File: config.mk
export PLATFORM = sky130hd
export DESIGN_NAME = mem_squash_ctrl
export DESIGN_NICKNAME = d
export VERILOG_FILES = /design/src/rtl/mem_squash_pkg.sv /design/src/rtl/mem_inflight_counter.sv /design/src/rtl/mem_squash_ctrl.sv
export SDC_FILE = /design/constraint.sdc
export NUM_CORES = 1
export LEC_CHECK = 0
export ABC_CLOCK_PERIOD_IN_PS = 4700
export CELL_PAD_IN_SITES_DETAIL_PLACEMENT = 1
export CELL_PAD_IN_SITES_GLOBAL_PLACEMENT = 1
export CORE_ASPECT_RATIO = 1.25
export CORE_MARGIN = 3
export CORE_UTILIZATION = 23
export DETAILED_ROUTE_END_ITERATION = 16
export PLACE_DENSITY_LB_ADDON = 0.1
export SYNTH_ARGS = -nofsm -noshare
export SYNTH_HDL_FRONTEND = slang
export SYNTH_SLANG_ARGS = --single-unit
File: constraint.sdc
create_clock -name clk -period 4.7 [get_ports clk]
set_input_delay 0.705 -clock clk [delete_from_list [all_inputs] [get_ports clk]]
set_output_delay 0.705 -clock clk [all_outputs]
set_load 0.01 [all_outputs]
File: src/rtl/mem_squash_pkg.sv
// Shared encodings and width helper for the squashable memory response controller.
package mem_squash_pkg;

  typedef enum logic [1:0] {
    ST_IDLE  = 2'd0,
    ST_BUSY  = 2'd1,
    ST_DRAIN = 2'd2
  } state_e;

  function automatic int cnt_width(input int max_inflight);
    return $clog2(max_inflight + 1);
  endfunction

endpackage

File: src/rtl/mem_inflight_counter.sv
// Saturating up/down counter with parallel load; decrement never wraps below zero.
module mem_inflight_counter
  import mem_squash_pkg::*;
#(
  parameter int MAX = 4,
  parameter int W   = cnt_width(MAX)
) (
  input  logic         clk,
  input  logic         rst_n_i,
  input  logic         inc_i,
  input  logic         dec_i,
  input  logic         load_i,
  input  logic [W-1:0] load_val_i,
  output logic [W-1:0] cnt_o,
  output logic [W-1:0] cnt_d_o
);

  logic [W-1:0] cnt_q, cnt_d;
  logic         dec_ok;

  assign dec_ok = dec_i && (cnt_q != '0);

  always_comb begin
    cnt_d = cnt_q;
    if (load_i) begin
      cnt_d = load_val_i;
    end else begin
      unique case ({inc_i, dec_ok})
        2'b10:   if (cnt_q < W'(MAX)) cnt_d = cnt_q + W'(1);
        2'b01:   cnt_d = cnt_q - W'(1);
        default: cnt_d = cnt_q;
      endcase
    end
  end

  always_ff @(posedge clk) begin
    if (!rst_n_i) cnt_q <= '0;
    else          cnt_q <= cnt_d;
  end

  assign cnt_o   = cnt_q;
  assign cnt_d_o = cnt_d;

endmodule

File: src/rtl/mem_squash_ctrl.sv
// Tracks outstanding memory requests and silently drops responses belonging to
// requests that were squashed, passing all others straight through.
module mem_squash_ctrl
  import mem_squash_pkg::*;
#(
  parameter int p_msg_nbits    = 32,
  parameter int p_max_inflight = 4,
  localparam int CW            = cnt_width(p_max_inflight)
) (
  input  logic                   clk,
  input  logic                   reset,
  input  logic                   proc_req_val,
  output logic                   proc_req_rdy,
  output logic                   mem_req_val,
  input  logic                   mem_req_rdy,
  input  logic [p_msg_nbits-1:0] mem_resp_msg,
  input  logic                   mem_resp_val,
  output logic                   mem_resp_rdy,
  output logic [p_msg_nbits-1:0] proc_resp_msg,
  output logic                   proc_resp_val,
  input  logic                   proc_resp_rdy,
  input  logic                   squash,
  output logic [CW-1:0]          inflight,
  output logic                   draining,
  output logic                   err
);

  logic [CW-1:0] i_q, i_d;
  logic [CW-1:0] d_q, d_d;
  logic          err_q, err_d;
  state_e        state_q, state_d;

  logic can_req, drop, req_go, resp_go, resp_dec_i, resp_dec_d;

  // Squash blocks new requests so the drop count captured this cycle stays exact.
  assign can_req = !squash && (i_q < CW'(p_max_inflight));
  assign drop    = (d_q != '0) || squash;

  assign mem_req_val   = reset && proc_req_val && can_req;
  assign proc_req_rdy  = reset && mem_req_rdy && can_req;
  assign proc_resp_val = reset && !drop && mem_resp_val;
  assign mem_resp_rdy  = reset && (drop || proc_resp_rdy);
  assign proc_resp_msg = mem_resp_msg;

  assign req_go     = mem_req_val && mem_req_rdy;
  assign resp_go    = mem_resp_val && mem_resp_rdy;
  assign resp_dec_i = resp_go && (i_q != '0);
  assign resp_dec_d = resp_go && (d_q != '0);

  mem_inflight_counter #(
    .MAX (p_max_inflight),
    .W   (CW)
  ) u_inflight (
    .clk        (clk),
    .rst_n_i    (reset),
    .inc_i      (req_go),
    .dec_i      (resp_go),
    .load_i     (1'b0),
    .load_val_i ('0),
    .cnt_o      (i_q),
    .cnt_d_o    (i_d)
  );

  // A response in the squash cycle retires against I only, so it is excluded from D'.
  always_comb begin
    d_d = d_q - CW'(resp_dec_d);
    if (squash) d_d = i_q - CW'(resp_dec_i);
  end

  assign err_d = err_q || (resp_go && (i_q == '0));

  always_comb begin
    state_d = state_q;
    unique case (state_q)
      ST_IDLE:  if (i_d != '0) state_d = (d_d != '0) ? ST_DRAIN : ST_BUSY;
      ST_BUSY,
      ST_DRAIN: begin
        if (i_d == '0)      state_d = ST_IDLE;
        else if (d_d != '0) state_d = ST_DRAIN;
        else                state_d = ST_BUSY;
      end
      default:  state_d = ST_IDLE;
    endcase
  end

  always_ff @(posedge clk) begin
    if (!reset) begin
      d_q     <= '0;
      err_q   <= 1'b0;
      state_q <= ST_IDLE;
    end else begin
      d_q     <= d_d;
      err_q   <= err_d;
      state_q <= state_d;
    end
  end

  assign inflight = i_q;
  assign draining = (state_q == ST_DRAIN);
  assign err      = err_q;

endmodule
==> metrics.csv <==
metric,value,unit
io pins,80,
H-tree levels,1,
fin crit period,3.13,ns
synthesized instance count,116,
post-synthesis sequential area ratio,18.7,%
Final HPWL DP,1610,um
vias in the first global route,701,
total global-route track usage,8.09,%
Avg WL per Cell,12.9,um
share of cells above drive strength 1,10.9,%
Die Wd,63.9,um
Clock Latency Late Sink,0.23,ns
final hold vios,0,
PnR worst setup slack,1.57,ns
CP Launch Type,input port,
grt ovf,0,
Initial Util,24.7,%
skew final,0.00838,ns
area of the multi-input gates,497,um2
post-cts sizing count,0,
Final Non-Filler Cells,155,
worst slew margin relative to its limit,73.6,%
cell leakage power,0.386,nW
# hold bufs at CTS,0,
gpl congestion,0.692,
crit-path max FO,9,
diodes inserted,0,
antenna-violating nets left,0,
total number of vias,658,
DRC,0,
PortBufs,15,
Syn-to-layout area delta,1.30,%
worst-margin pin slew,0.393,ns
largest net degree at the start of global routing,11,
Placed Instances,151,
Setup TNS,0,ns
CP Class,in -> out,
Hold Path Class,reg -> reg,
RSZ-0062 raised after global routing,false,
#FFs+latches synth,9,
Setup WS pre-CTS,1.36,ns
routed vias/inst,4.25,
initial antenna violation count,0,
1st-iter DRT viols,16,
CTS tree,done,
global-route wire length before repair,3190,um
FILL cells,469,
area of the die,0.00501,mm2
syn_area_per_cell,8.32,um2
Max Slew Vio Count,0,
TritonRoute pass-1 iters,2,
final wirelength,1990,um
"Period Utilization, post-route",66.6,%
CTS buffer count,3,
Root Buffer,clkbuf_8,
row cnt,25,
maxcap violations,0,
CP arrival,2.42,ns
Cell Pwr Density,206,mW/mm2
syn_nets,168,
"Distinct cells, synth",30,
placed cell areas,932,um2
worst vdd ir,0.0000670,V
WP data required,3.99,ns
# Post-CTS Setup Buffers,0,
Ys Warns,0,
post-route cell area,977,um2
maximum clock frequency,0.320,GHz
FF/Latch Area,180,um2
clk buf depth,2,
die height,78.4,um
Total Nets Final,154,
Std-Cell Core Area,0.00391,mm2
mapped cell area,965,um2
# setup viols final,0,
CTS Sinks,9,
Setup crit end kind,primary output,
"CTS clk-pin slew, worst paths",0.05,ns
outcome,finished clean,
## cells in the mapped netlist
cell type | count | area, um2
and2b_1 | 1 | 7.51
o31ai_1 | 1 | 7.51
buf_2 | 2 | 10.0
xnor2_1 | 2 | 17.5
inv_2 | 2 | 7.51
nor2b_1 | 4 | 25.0
buf_4 | 32 | 240
or3_4 | 1 | 11.3
o31a_1 | 1 | 8.76
nand3_1 | 6 | 30.0
a21o_1 | 1 | 7.51
o21ai_0 | 3 | 15.0
and3_2 | 1 | 7.51
nor4b_1 | 2 | 17.5
a21oi_1 | 2 | 10.0
a211oi_1 | 2 | 15.0
inv_1 | 8 | 30.0
nor4b_2 | 1 | 15.0
nor2_1 | 5 | 18.8
mux2i_1 | 3 | 30.0
nor2b_4 | 1 | 13.8
a31oi_1 | 1 | 6.26
nand2_1 | 5 | 18.8
and2_1 | 3 | 18.8
o21ai_1 | 1 | 5.00
nor3_2 | 1 | 10.0
dfxtp_1 | 9 | 180
a32oi_1 | 1 | 8.76
ha_1 | 13 | 163
and2_4 | 1 | 8.76
## per-layer routing
metal,vias to the layer above,wire [um],global-route usage (%)
met5,-,0,0
met1,308,863,8.89
met4,0,46,5.40
met2,21,957,13.3
li1,319,-,-
met3,10,126,2.29
## cell usage in the layout, fill, tap and decap left out, types with 4 or more instances in the layout
cell type,instances
inv_1,8
nor2b_1,4
dfxtp_1,9
clkdlybuf4s50_1,15
nor2_1,5
ha_1,13
nand2_1,5
nand3_1,6
## worst paths after layout
check | start | end | slack (ns) | cells after the start
setup reg to reg | d_q[0] | state_q[0] | 2.11 | 9
hold reg to reg | err | err | 0.48 | 2
setup / recovery | reset | proc_resp_val | 1.57 | 4
hold / removal | err | err | 0.48 | 2
## state kept, by name (all words and copies together), names as in the netlist
register and count:
d_q 3, u_inflight.cnt_o 3, state_q 2, err 1
## cell type report
cell class	count	area share (%)
Multi-Input combinational cell	63	50.8
Sequential cell	9	18.4
Timing Repair Buffer	15	15.4
Tap cell	54	6.91
Clock buffer	4	4.61
Inverter	10	3.84
## through the flow
stage	hold WS (ns)	utilization, %	power (mW)
finish	0.476	25.0	0.201
global placement	0.457	23.8	0.113
detailed placement	0.472	23.8	0.112
global route	0.542	25.0	0.213
floorplan	0.467	-	0.126
CTS	0.487	25.0	0.206
## cells by family (layout without fill, tap and decap cells)
group	after synthesis	count (layout)	synth area share, %
fa+ha+maj	13	13	16.9
xor+xnor	2	2	1.82
compound gates	13	13	8.69
buf+inv	44	29	29.8
simple gates	32	32	21.0
flops	9	9	18.7
mux	3	3	3.11
## critical path: stages
cell             delay (ns)
clkdlybuf4s50_1        0.67
inv_2                  0.14
nor4b_1                0.32
clkdlybuf4s50_1        0.59
## power by group
part,switching [mW],internal [mW]
combinational,0.0141,0.0170
sequential,0.00106,0.0784
clock,0.0311,0.0592
total,0.0462,0.155
Power figures use the tool's default switching activity.
==> edit, RTL diff (same flow settings) <==
Make the reset (`reset` and `rst_n_i`) asynchronous in 2 clocked blocks.
--- a/src/rtl/mem_inflight_counter.sv
+++ b/src/rtl/mem_inflight_counter.sv
@@ -35,3 +35,3 @@
 
-  always_ff @(posedge clk) begin
+  always_ff @(posedge clk or negedge rst_n_i) begin
     if (!rst_n_i) cnt_q <= '0;
--- a/src/rtl/mem_squash_ctrl.sv
+++ b/src/rtl/mem_squash_ctrl.sv
@@ -85,3 +85,3 @@
 
-  always_ff @(posedge clk) begin
+  always_ff @(posedge clk or negedge reset) begin
     if (!reset) begin
Check against the original RTL: differs if reset is asserted again (counterexample within 4 cycles, from zero or initial values and one cycle with reset low); with reset held inactive, the same outputs for 10 cycles.
==> edit against the original RTL <==
  * Setup slack got worse by 0.15 ns
  * Die area down 2.9%
  * Routed wire length down 6.8%
  * Design area fell by 2.6%
  * Critical endpoint is now state_q[1]
  * Clock skew down 0.0036 ns
  * Sequential cell count stayed put
  * Critical path type is now input port to flop
  * Area after synthesis shrank 3.1%
  * Core utilization down 0.24 points
Power is not compared: it rests on default switching activity, and its combinational part moved more than twofold at a synthesized area within 25%.
==> edit: results (changes against the original RTL) <==
Outcome
  • Status: completed

Route
  • Total Wirelength: 1.86 mm (-6.8%)
  • WL met3: 165 um (+31%)
  • WL met1: 752 um (-13%)
  • Vias/cell: 4.25 (about the same)
  • WL met2: 903 um (-5.6%)
  • Iter 0 DRT Violations: 8 (-8)
  • Pre-Repair DR Iteration Count: 3 (+1)

Critical path
  • CP max stage delay: 0.83 ns (+0.16 ns)
  • Reg-to-reg startpoint: d_q[0]
  • Crit Path Max Fanout: 14 (+5)
  • Worst setup path startpoint: reset
  • Crit path DAT: 3.38 ns (+0.96 ns)
  • CP max stage cell: clkdlybuf4s50_1

Yosys
  • Sequential fraction of the synthesis area: 24.1% (+5.4 points)
  • Top cells by area, synth: buf_4, dfrtp_1, ha_1
  • Post-Synthesis Net Count: 158 (-6.0%)
  • Top cells by count, synth: buf_4, ha_1, dfrtp_1, inv_1, nand2_1
  • Post-synthesis async set-or-reset flop share: 100% (+100 points)
  • Syn avg cell area: 8.82 um2 (+6.0%)
  • Ys flop type: dfrtp_1
  • Netlist cell types: 29 (-3.3%)

Global routing
  • Initial antenna violation count: 0 (unchanged)
  • Largest net degree at the start of global routing: 15 (+4)
  • Global-route wire length before repair: 3.18 mm (-0.44%)
  • Vias in the first global route: 726 (+3.6%)
  • GRT Resource Usage Total: 8.16% (+0.073 points)

Clock tree
  • Clk_lat worst skew: 0.23 ns (about the same)
  • Post_cts resized: 0 (unchanged)
  • TritonCTS Buffers: 3 (unchanged)
  • H-tree Lvls: 1 (unchanged)
  • Clock slew at reported path FFs: 0.05 ns (about the same)
  • # hold bufs at CTS: 0 (unchanged)
  • # Post-CTS Setup Buffers: 0 (unchanged)

STA
  • Slew Limit Headroom: 62.4% (-11 points)
  • Fin Clk Skew: 0.00477 ns (-0.00361 ns)

Placement
  • Placed insts: 142 (-6.0%)
  • Detailed placement HPWL: 1.52 mm (-6.1%)
  • I/O Buffers: 15 (unchanged)
  • GP Congestion: 0.717 (+3.7%)

Layout
  • Share of cells above drive strength 1: 8.70% (-2.2 points)
  • Final Instance Count excl. Fillers: 146 (-5.8%)

Min path
  • Worst hold path type: flop to flop
  • Hold path startpoint: err
==> edit: changes by cell type after synthesis, sizes merged, moves of 3 or more <==
| cell | change |
|---|---|
| nor2 | -4 |
| nor4b | -3 |
| nand2 | +4 |
| dfxtp | -9 |
| and2 | -4 |
| dfrtp | +9 |
| nand3 | -6 |
==> edit: path summary, 6_finish.rpt <==
kind / end / slack (ns) / cells after the start
min in group asynchronous: err / 0.84 / 1
worst max-delay path: state_q[1] / 1.42 / 9
max in group asynchronous: state_q[1] / 3.49 / 1
worst max register to register: state_q[1] / 2.06 / 9
worst min-delay path: err / 0.48 / 1
worst min register to register: err / 0.48 / 1
==> edit: metrics by stage <==
stage / power [mW] / worst slack (ns) / instance area (um2)
2_1_floorplan: 0.259 / 2.05 / 935
6_report: 0.381 / 1.42 / 952
3_3_place_gp: 0.297 / 1.16 / 907
4_1_cts: 0.391 / 1.35 / 952
5_1_grt: 0.420 / 1.09 / 952
3_5_place_dp: 0.297 / 1.07 / 907
==> edit: power by group <==
part,total [mW],switching [mW],internal [mW]
Sequential,0.115,0.0175,0.0972
Combinational,0.176,0.0917,0.0843
Clock,0.0906,0.0314,0.0592
==> edit: cell type report <==
class                           count  area, um2
Multi-Input combinational cell     54        427
Tap cell                           54       67.6
Timing Repair Buffer               15        150
Clock buffer                        4       45.0
Fill cell                         447       2900
Inverter                           10       37.5
Sequential cell                     9        225
==> edit: cells by family after synthesis <==
group / Yosys count / synth area share (%)
AOI/OAI and AO/OA: 15 / 10.8
xor gates and xnor gates: 2 / 1.87
adders and majority gates: 13 / 17.4
buffers and inverters: 43 / 30.3
DFF: 9 / 24.1
muxes: 2 / 2.14
and+or+nand+nor: 22 / 13.4
==> edit: worst max-delay path, delay by kind of cell <==
family / cells / cell delay (ns)
adders and majority gates: 1 / 0.36
AOI/OAI and AO/OA: 6 / 1.42
buffers and inverters: 1 / 0.83
and+or+nand+nor: 1 / 0.08
==> edit: routing by layer <==
metal	global-route usage, %	vias up
met1	8.09	296
met5	0	-
met3	4.54	12
met2	13.4	23
li1	-	289
met4	4.42	0
